## src/rtl/led_pkg.sv

```systemverilog
// Shared encodings for the LED pattern sequencer: step modes, bounce direction
// and the power-on pattern.
package led_pkg;

  typedef enum logic [1:0] {
    MODE_ROT_L  = 2'b00,
    MODE_ROT_R  = 2'b01,
    MODE_BOUNCE = 2'b10,
    MODE_HOLD   = 2'b11
  } led_mode_e;

  typedef enum logic {
    DIR_LEFT  = 1'b0,
    DIR_RIGHT = 1'b1
  } led_dir_e;

  // Low five LEDs lit after reset; widened to the LED bank by the top level.
  localparam logic [4:0] INIT_PATTERN_LOW = 5'b1_1111;

endpackage

```

## src/rtl/led_tick_gen.sv

```systemverilog
// Step divider: raises tick for the cycle in which the counter has reached the
// effective period minus one; period 0 falls back to CLK_FREQ.
module led_tick_gen #(
  parameter int CLK_FREQ  = 25_000_000,
  parameter int DIV_WIDTH = 32
) (
  input  logic                 clk,
  input  logic                 rst_n,
  input  logic                 enable,
  input  logic                 clear,
  input  logic [DIV_WIDTH-1:0] period,
  output logic                 tick
);

  logic [DIV_WIDTH-1:0] p_eff;
  logic [DIV_WIDTH-1:0] cnt;

  assign p_eff = (period == '0) ? DIV_WIDTH'(CLK_FREQ) : period;

  // >= rather than == so shrinking the period below cnt steps at once instead
  // of wrapping through the whole counter range.
  assign tick = enable && (cnt >= (p_eff - DIV_WIDTH'(1)));

  always_ff @(posedge clk) begin
    if (!rst_n || clear) begin
      cnt <= '0;
    end else if (enable) begin
      cnt <= tick ? '0 : cnt + DIV_WIDTH'(1);
    end
  end

endmodule

```

## src/rtl/led_pattern_sequencer.sv

```systemverilog
// LED pattern engine: rotates, bounces or holds an LED bank once per
// runtime-selectable step period, with load and freeze control.
module led_pattern_sequencer
  import led_pkg::*;
#(
  parameter int                   CLK_FREQ     = 25_000_000,
  parameter int                   LED_WIDTH    = 8,
  parameter int                   DIV_WIDTH    = 32,
  parameter logic [LED_WIDTH-1:0] INIT_PATTERN = LED_WIDTH'(INIT_PATTERN_LOW)
) (
  input  logic                 clk,
  input  logic                 rst_n,
  input  logic                 enable,
  input  logic [1:0]           mode,
  input  logic [DIV_WIDTH-1:0] period,
  input  logic                 load,
  input  logic [LED_WIDTH-1:0] load_pattern,
  output logic [LED_WIDTH-1:0] leds,
  output logic                 step_pulse
);

  localparam int POS_W = $clog2(LED_WIDTH);
  localparam logic [POS_W-1:0] POS_LAST = POS_W'(LED_WIDTH - 1);

  logic             tick;
  logic [1:0]       mode_p1;
  logic             entering;
  logic [POS_W-1:0] pos, pos_cur;
  led_dir_e         dir, dir_cur;

  function automatic logic [LED_WIDTH-1:0] rot_left(input logic [LED_WIDTH-1:0] x);
    return {x[LED_WIDTH-2:0], x[LED_WIDTH-1]};
  endfunction

  function automatic logic [LED_WIDTH-1:0] rot_right(input logic [LED_WIDTH-1:0] x);
    return {x[0], x[LED_WIDTH-1:1]};
  endfunction

  led_tick_gen #(
    .CLK_FREQ (CLK_FREQ),
    .DIV_WIDTH(DIV_WIDTH)
  ) u_tick_gen (
    .clk   (clk),
    .rst_n (rst_n),
    .enable(enable),
    .clear (load),
    .period(period),
    .tick  (tick)
  );

  // Entering bounce restarts from the left edge; a step on that same edge
  // already uses the cleared position and direction.
  assign entering = (mode == MODE_BOUNCE) && (mode_p1 != MODE_BOUNCE);
  assign pos_cur  = entering ? '0 : pos;
  assign dir_cur  = entering ? DIR_LEFT : dir;

  always_ff @(posedge clk) begin
    mode_p1 <= mode;
    if (!rst_n) begin
      leds       <= INIT_PATTERN;
      step_pulse <= 1'b0;
      pos        <= '0;
      dir        <= DIR_LEFT;
    end else if (load) begin
      leds       <= load_pattern;
      step_pulse <= 1'b0;
      pos        <= '0;
      dir        <= DIR_LEFT;
    end else begin
      step_pulse <= tick;
      pos        <= pos_cur;
      dir        <= dir_cur;
      if (tick) begin
        case (led_mode_e'(mode))
          MODE_ROT_L: leds <= rot_left(leds);
          MODE_ROT_R: leds <= rot_right(leds);
          MODE_BOUNCE: begin
            if (dir_cur == DIR_LEFT) begin
              leds <= rot_left(leds);
              pos  <= pos_cur + POS_W'(1);
              if (pos_cur == POS_LAST - POS_W'(1)) dir <= DIR_RIGHT;
            end else begin
              leds <= rot_right(leds);
              pos  <= pos_cur - POS_W'(1);
              if (pos_cur == POS_W'(1)) dir <= DIR_LEFT;
            end
          end
          default: ;
        endcase
      end
    end
  end

endmodule

```

## config.mk

```make
export PLATFORM = sky130hd
export DESIGN_NAME = led_pattern_sequencer
export DESIGN_NICKNAME = d
export VERILOG_FILES = /design/src/rtl/led_pkg.sv /design/src/rtl/led_tick_gen.sv /design/src/rtl/led_pattern_sequencer.sv
export SDC_FILE = /design/constraint.sdc
export NUM_CORES = 1
export LEC_CHECK = 0
export CAP_MARGIN = 40
export CORE_UTILIZATION = 58
export CTS_CLUSTER_DIAMETER = 150
export DETAILED_ROUTE_END_ITERATION = 12
export PLACE_DENSITY = 0.85
export SKIP_CTS_REPAIR_TIMING = 1
export SLEW_MARGIN = 15
export SYNTH_ARGS = -nofsm -noshare
export SYNTH_HDL_FRONTEND = slang
export SYNTH_SLANG_ARGS = --single-unit
```

## constraint.sdc

```tcl
create_clock -name clk -period 11.88 [get_ports clk]
set_input_delay 2.97 -clock clk [delete_from_list [all_inputs] [get_ports clk]]
set_output_delay 2.97 -clock clk [all_outputs]
set_load 0.05 [all_outputs]
```

Word-level counts from Yosys, hierarchy flattened
Cells that the tools add are included.
- add/sub/neg operators: 4
- muxes and demuxes: 16
- reduce and logical (&&, ||, !) cells: 10
- equal/unequal tests: 5
- bitwise operators: 1
- $lt $le $gt $ge: 1
- operators with widths (cell ; count):
    $mux 32 ; 2
    $add 32x1->32 const B ; 1
    $ge 32x32->1 ; 1
    $logic_not 32->1 ; 1
    $sub 32x1->32 const B ; 1
    $mux 8 ; 3
    $pmux 8 s3 ; 1
    $mux 3 ; 4
    $mux 1 ; 6
    $reduce_bool 4->1 ; 1
    $add 3x1->3 const B ; 1
    $eq 3x1->1 const B ; 1
    $eq 3x3->1 const B ; 1
    $sub 3x1->3 const B ; 1
    $eq 2x1->1 const B ; 1
    $eq 2x2->1 const B ; 1
    $logic_and 1x1->1 ; 2
    $logic_not 2->1 ; 1
    $ne 2x2->1 const B ; 1
    $reduce_and 2->1 ; 1
    $reduce_bool 2->1 ; 1
    $reduce_or 2->1 ; 1
    $logic_not 1->1 ; 1
    $logic_or 1x1->1 ; 1
    $not 1->1 ; 1
- input bits: 46
- output and inout port bits: 9
- logic and storage cells: 43
- flip-flop bits (word level): 47

Longest topological paths before layout
Gate-level depths: netlist of the first run.
- depth after elaboration: 8
- mapped depth: 16
- mapped depth without buffers: 15

Cells and area by module
Synthesis of the first run repeated with hierarchy kept, for this count alone.
- cells, all modules: 436
- area total of the unflattened synthesis: 3604.7 sq um
- modules (own cells, without submodules) (module ; times used ; area an instance (sq um) ; seq. area each (sq um) ; cells an instance):
    led_tick_gen ; 1 ; 2701.3 ; 640.6 ; 334
    led_pattern_sequencer ; 1 ; 903.4 ; 300.3 ; 102

Worst setup path before layout of the first run
OpenSTA, ideal clock, no wires.
- path kind: input to register
- start point: in period[1]
- end point: reg leds[0]
- data arrival time: 6.517 ns
- cell stages on the path: 14
- setup time: 0.121 ns
- slack: 5.242 ns
- data required time: 11.759 ns
- path buffers: 1
- cell sequence: or4_4 > or3_4 > or2_0 > or3_1 > buf_6 > nor3_4 > xnor2_1 > ha_1 > a21oi_1 > nor2b_1 > o21ai_0 > a31oi_1 > a211oi_4 > mux2_2
- cells in the longest elaborated chain, start to end: 7
- ends and longest elaborated chain (what ; RTL line ; source):
    start: declaration ; led_pattern_sequencer.sv:15 ; input logic [DIV_WIDTH-1:0] period,
    $logic_not 32->1 ; led_tick_gen.sv:18 ; assign p_eff = (period == '0) ? DIV_WIDTH'(CLK_FREQ) : period;
    $mux 32 * ; led_tick_gen.sv:18 ;
    $sub 32x1->32 * ; led_tick_gen.sv:22 ; assign tick = enable && (cnt >= (p_eff - DIV_WIDTH'(1)));
    $ge 32x32->1 * ; led_tick_gen.sv:22 ;
    $logic_and 1x1->1 * ; led_tick_gen.sv:22 ;
    $reduce_bool 2->1 (no line) * ; - ;
    $reduce_and 2->1 (no line) * ; - ;
    end signal: assignment ; led_pattern_sequencer.sv:65 ; leds <= load_pattern;
    end signal: assignment ; led_pattern_sequencer.sv:75 ; MODE_ROT_L: leds <= rot_left(leds);
    end signal: assignment ; led_pattern_sequencer.sv:76 ; MODE_ROT_R: leds <= rot_right(leds);
    end: declaration ; led_pattern_sequencer.sv:18 ; output logic [LED_WIDTH-1:0] leds,
Every way passes the cells marked *; elsewhere a longest branch is shown, timed or not.
A chain may end at the register's enable or synchronous reset.

Worst setup path after layout of the first run
- start point: in period[26]
- end point: reg u_tick_gen.cnt[28]
- cells in the longest elaborated chain, start to end: 6
- ends and longest elaborated chain (what ; RTL line ; source):
    $logic_not 32->1 ; led_tick_gen.sv:18 ;
    $mux 32 * ; led_tick_gen.sv:18 ;
    $sub 32x1->32 * ; led_tick_gen.sv:22 ;
    $ge 32x32->1 * ; led_tick_gen.sv:22 ;
    $logic_and 1x1->1 * ; led_tick_gen.sv:22 ;
    $mux 32 * ; led_tick_gen.sv:28 ; cnt <= tick ? '0 : cnt + DIV_WIDTH'(1);
    end signal: assignment ; led_tick_gen.sv:28 ;
    end: declaration ; led_tick_gen.sv:16 ; logic [DIV_WIDTH-1:0] cnt;
Marked as above.

==> metrics, run 1 <==
cell breakdown of the critical path clkdlybuf4s50_1 -> or4_1 -> nor3_1 -> and4b_1 -> or3_1 -> nor3_2 -> xnor2_1 -> ha_1 -> nand4_1 -> nor3_1 -> nand3_1 -> a31oi_1 -> o21a_1 -> buf_8 -> nor3_1; worst path arrival time slightly below 8000 ps; Clk pin slew, worst setup/hold paths ~90 ps; cell with the most instances after synthesis nor3_1; wire per inst around 15 um; total congestion overflow after global routing 0; aggregate routed wire length roughly 8500 um; fraction of synthesized area in multiplexers 0.0285; slowest CP cell o21a_1; number of nets in the layout about 600; count of synthesis-stage warnings from yosys 0; vertical die dimension between 80 and 90 um; final setup violation count 0; setup tns final 0 ps; top-level I/O count 55; first-pass iteration count of the detailed router 5; Die Width just over 80 um; Final Hold Fails 0; maximum net fanout on the critical path 16; CP required between 10000 and 15000 ps; average size of a mapped cell approximately 8 sq um; via count of the first global-routing pass around 3200; XOR/XNOR share of the synthesized area 0.129; clock tree from TritonCTS built; share of synthesized cell area in full adder, half adder and majority cells 0.138; Num Clock Sinks 47; most used standard cells in the synthesized netlist nor3_1, dfxtp_1, ha_1; cell at the root of the clock tree clkbuf_8; HPWL after detailed placement 6720 um; global-route wire length before repair around 14000 um; row count 28; later-pin clock latency in the skew report between 300 and 400 ps; power share of the sequential group 0.500; maximum cell stage delay along the critical path 620 ps; ys flop type dfxtp_1; Detailed Route Iter0 Violations 105; count of final max-slew check failures 0; number of vias per cell 5.99; final critical delay including setup and external delays 7610 ps; fraction of power consumed by the clock network 0.297; largest voltage drop on the vdd net roughly 0.06 mV; Core Region between 6000 and 7000 sq um; Netlist cell types between 50 and 60; Crit Path Class input port to register; post-synthesis sequential element count 47; worst-case hold slack around 500 ps; Final GP Congestion approximately 0.84; effective utilization at floorplan 0.615; initial antenna violation count 0; Period Utilization, post-route 0.641; Bufs on Longest Clock Path 2; switching fraction of total power 0.284; Diodes inserted 0; gate count of the mapped netlist ~460; pin count of the biggest net entering global routing 30; part of the total power dissipated in combinational logic 0.203; fraction of layout instances using a drive strength above 1 0.0535; vias between 3000 and 4000; residual DRC count 0; overall global routing resource usage 0.269; antenna-violating nets left 0; Net Switching between 0.09 and 0.1 mW; final setup skew 10.2 ps; share of Yosys cell area claimed by the top area cell type 0.252; number of synthesized flops with an enable pin 0; worst slew slack as a fraction of its limit 0.543; cell accounting for the most synthesized area dfxtp_1; max frequency 131 MHz; status finished, final reports clean; type of the worst min-delay path register to register; share of flip-flops with an asynchronous set or reset 0; H-tree depth 2; mapped cell area about 3700 sq um; synthesis-to-layout area growth 18.1%; type of destination of the critical path register; most frequent CP cell nor3_1; RSZ-0062 raised after global routing false; port bufs 54; max-cap viol count 0; fraction of the mapped netlist area in compound gates 0.128; simple-gate share of the synthesized area 0.291; synthesized netlist net count 544; main combinational cell family by area after synthesis simple AND/OR/NAND/NOR gates; number of clock buffers inserted by TritonCTS 5; fraction of the yosys area taken by sequential cells 0.252; static power due to leakage 1.60 nW; transition time at the pin with the least slew margin 679 ps; top area cells in the synthesized netlist dfxtp_1, ha_1, xnor2_1; Internal about 0.23 mW; Cell Pwr Density 74.1 nW/um^2; total die area slightly below 7000 sq um; crit path launch type input port
-- cell usage in the layout (no fill, tap or decap), drive strengths merged, types with 13 or more instances in the layout --
master / n
nand3: 22
inv: 16
dfxtp: 47
xor2: 16
nor2: 32
clkdlybuf4s50: 54
nand2: 37
nor3: 51
ha: 41
xnor2: 39
a21oi: 13
-- cell families (layout without fill, tap and decap cells) --
group                    Yosys count  in the layout
AND/OR/NAND/NOR                  205            205
AO/OA/AOI/OAI                     67             67
XOR/XNOR                          55             55
flip-flops                        47             47
adder cells (fa/ha/maj)           41             41
buffers and inverters             32             80
multiplexers                      10             10
-- power by group through the flow --
| stage | clock (mW) | sequential, mW | combinational (mW) |
|---|---|---|---|
| after floorplan | 0 | 0.174 | 0.0287 |
| after global placement | 0 | 0.167 | 0.0644 |
| after detailed placement | 0 | 0.167 | 0.0660 |
| after CTS | 0.0974 | 0.163 | 0.0663 |
| after global routing | 0.105 | 0.164 | 0.0723 |
| final | 0.0970 | 0.163 | 0.0661 |
-- area by class of cell --
type	count	area, sq um
Clock buffer	6	72.6
Clock inverter	2	12.5
Fill cell	497	1660
Inverter	16	60.1
Multi-Input combinational cell	378	2660
Sequential cell	47	941
Tap cell	75	93.8
Timing Repair Buffer	56	563
-- flip-flops by register name, indices dropped and copies added, names as in the netlist --
register,count
dir,1
pos,3
u_tick_gen.cnt,32
step_pulse,1
leds,8
mode_p1,2
-- worst paths after layout --
check        cells after the start  slack (ps)                       startpoint                         endpoint
max                             15        4270                       period[26]  u_tick_gen.cnt[28]$_SDFFE_PP0P_
min                              2         500                pos[2]$_SDFF_PP0_                pos[2]$_SDFF_PP0_
max reg2reg                      8        8990  u_tick_gen.cnt[14]$_SDFFE_PP0P_  u_tick_gen.cnt[28]$_SDFFE_PP0P_
min reg2reg                      2         500                pos[2]$_SDFF_PP0_                pos[2]$_SDFF_PP0_
-- worst max-delay path, delay by kind of cell --
kind            cells  cell delay (ps)
compound gates      2             1080
xor+xnor            1              130
fa+ha+maj           1              330
buf+inv             2              730
simple gates        9             2550
-- through the flow --
step	power (mW)	instances	instance area, sq um	setup slack, ps	util
finish	0.326	580	4400	4270	0.727
global route	0.341	580	4400	3920	0.727
floorplan	0.203	457	3730	5240	-
global placement	0.231	571	4300	3910	0.710
detailed placement	0.233	572	4320	4000	0.713
CTS	0.327	580	4400	4310	0.727
-- metal layers --
metal  GRT usage  wire length [um]  vias up
met5           0                 0        -
met4       0.114               216        0
met3      0.0527               408       20
met2       0.470              4150       87
met1       0.318              3740     1615
li1            -                 -     1751
Note: power is estimated with default switching activity, not from simulation.
==> run 2: changes to the inputs <==
Settings changed: CORE_UTILIZATION 58 to 50, PLACE_DENSITY 0.85 to 0.77.
Clock period 11.88 ns to 6.8 ns, I/O delays scaled along.
==> run 2 against run 1 <==
  * Die area increased by 16%
  * Power rose by 100%
  * Critical path depth shrank 1
  * Design area increased by 2.4%
  * Flip-flop and latch count unchanged
  * Clock skew fell by 5.8 ps
  * Sequential share of layout area shrank 0.49 points
  * Non-clock buffer count up 4
==> metrics, run 2 (synthesis results as in run 1) <==
first-pass iteration count of the detailed router 4 (was 5); Most flops, register u_tick_gen.cnt (unchanged); worst slew slack as a fraction of its limit 0.548 (was 0.543); startpoint of the lowest-slack register-to-register path u_tick_gen.cnt[18]$_SDFFE_PP0P_ (was u_tick_gen.cnt[14]$_SDFFE_PP0P_); HPWL after detailed placement 7030 um (was 6720 um); status finished, final reports clean (unchanged); Die Width 88.4 um (was 82.2 um); Internal 0.483 mW (was 0.234 mW); largest voltage drop on the vdd net 0.102 mV (was 0.0600 mV); fill cell instance count of the final layout 633 (was 497); Diodes inserted 0 (unchanged); aggregate routed wire length 9090 um (was 8510 um); number of nets in the layout 595 (was 591); overall global routing resource usage 0.244 (was 0.269); type of destination of the critical path register (unchanged); Largest register FFs 32 (unchanged); type of the worst min-delay path register to register (unchanged); total die area 7810 sq um (was 6760 sq um); Detailed Route Iter0 Violations 181 (was 105); met1 layer usage reported by global route 0.300 (was 0.318); part of the total power dissipated in combinational logic 0.181 (was 0.203); power share of the sequential group 0.437 (was 0.500); Period Utilization, post-route 0.876; setup tns final 0 ps (unchanged); Clk pin slew, worst setup/hold paths 90 ps (about the same); met3 track utilization from global routing 0.0448 (was 0.0527); global-route wire length before repair 15000 um (was 14100 um); wire per inst 15.0 um (was 14.7 um); maximum net fanout on the critical path 8 (was 16); max frequency approximately 170 MHz; worst path arrival time 6160 ps (was 7810 ps); transition time at the pin with the least slew margin 676 ps (was 679 ps); RSZ-0062 raised after global routing false (unchanged); number of vias per cell 5.78 (was 5.99); Register Area 941 sq um (unchanged); synthesis-to-layout area growth 20.9% (was 18.1%); Bufs on Longest Clock Path 2 (unchanged); static power due to leakage 1.64 nW (was 1.60 nW); H-tree depth 2 (unchanged); source of the critical timing path period[1] (was period[26]); total instance count after detailed placement 600 (was 572); Final Hold Fails 0 (unchanged); CP required 7010 ps (was 12070 ps); later-pin clock latency in the skew report 310 ps (about the same); Final GP Congestion 0.856 (was 0.837); vertical die dimension 88.4 um (was 82.2 um); commonest cells after routing, fill and taps aside clkdlybuf4s50_1, nor3_1, dfxtp_1 (unchanged); fraction of power consumed by the clock network 0.382 (was 0.297); crit path launch type input port (unchanged); M2 GR Usage 0.427 (was 0.470); final setup skew 4.45 ps (was 10.2 ps); most common cell after layout, fill and taps aside clkdlybuf4s50_1 (unchanged); Net Switching 0.170 mW (was 0.0925 mW); top flop regs u_tick_gen.cnt (32), leds (8), pos (3) (unchanged); Num Clock Sinks 47 (unchanged); switching fraction of total power 0.260 (was 0.284); clock tree from TritonCTS built (unchanged); final critical delay including setup and external delays just under 6000 ps; cell at the root of the clock tree clkbuf_8 (unchanged); vias 3513 (was 3473); Core Region 7210 sq um (was 6060 sq um); total congestion overflow after global routing 0 (unchanged); busiest metal layer after global routing met2 (unchanged); worst min-delay path startpoint pos[2]$_SDFF_PP0_ (unchanged); fraction of layout instances using a drive strength above 1 0.0629 (was 0.0535); antenna-violating nets left 0 (unchanged); effective utilization at floorplan 0.517 (was 0.615); top-level I/O count 55 (unchanged); final setup violation count 0 (unchanged); number of clock buffers inserted by TritonCTS 5 (unchanged); via count of the first global-routing pass 3355 (was 3238); row count 31 (was 28); non-filler instance count after layout 608 (was 580); count of final max-slew check failures 0 (unchanged); worst-case hold slack 504 ps (was 502 ps); Cell Pwr Density 145 nW/um^2 (was 74.1 nW/um^2); max-cap viol count 0 (unchanged); initial antenna violation count 0 (unchanged); pin count of the biggest net entering global routing 34 (was 30); residual DRC count 0 (unchanged); port bufs 54 (unchanged); multi-input logic area 2660 sq um (unchanged); Crit Path Class input port to register (unchanged)
==> run 2: cell count changes in the layout (fill, tap and decap cells not counted), sizes merged <==
cell    delta
buf        +4
bufinv     +2
clkbuf     -1
clkinv     -1
==> run 2: through the flow <==
stage	worst slack, ps	utilization	power (mW)	area, sq um
finish	846	0.625	0.654	4510
global route	495	0.625	0.678	4510
CTS	837	0.625	0.657	4510
detailed placement	568	0.606	0.410	4370
global placement	737	0.606	0.406	4370
floorplan	1430	-	0.354	3730
==> run 2: worst max-delay path: stages <==
cell	delay [ps]
clkdlybuf4s50_1	440
or4_4	580
or3_4	390
or2_0	230
or3_1	510
nor3_4	160
xnor2_1	150
ha_1	290
a21oi_1	150
nor2b_1	60
o21ai_0	390
a31oi_1	210
a211oi_4	490
mux2_2	400
==> run 2: power by group through the flow <==
stage / sequential, mW / combinational (mW) / clock (mW)
detailed placement: 0.292 / 0.118 / 0
finish: 0.285 / 0.118 / 0.250
floorplan: 0.304 / 0.0502 / 0
global placement: 0.292 / 0.115 / 0
global route: 0.286 / 0.129 / 0.262
CTS: 0.285 / 0.118 / 0.253
==> run 2: area by class of cell <==
cell class              count  area share
clock buffers               5      0.0153
clock inverters             3      0.0150
inverters                  16      0.0133
multi-input cells         378       0.590
flip-flops and latches     47       0.209
well taps                  99      0.0275
repair buffers             60       0.130
==> run 2: worst paths after layout <==
path | to | slack (ps) | cells after the start
hold reg to reg | pos[2]$_SDFF_PP0_ | 500 | 2
hold / removal | pos[2]$_SDFF_PP0_ | 500 | 2
setup reg to reg | leds[0]$_SDFFE_PN1P_ | 4000 | 7
setup / recovery | leds[0]$_SDFFE_PN1P_ | 850 | 14
==> run 2: routing by layer <==
| metal | up-vias | wire length (um) | share of wire |
|---|---|---|---|
| li1 | 1766 | - | - |
| met1 | 1656 | 3990 | 0.44 |
| met2 | 74 | 4500 | 0.50 |
| met3 | 17 | 438 | 0.048 |
| met4 | 0 | 159 | 0.017 |
| met5 | - | 0 | 0 |
==> run 3: changes to the inputs <==
Settings changed: CTS_CLUSTER_SIZE set to 14, TNS_END_PERCENT set to 20.
==> results of run 3 <==
The final DEF is identical to that of run 2; final timing and power are the same.
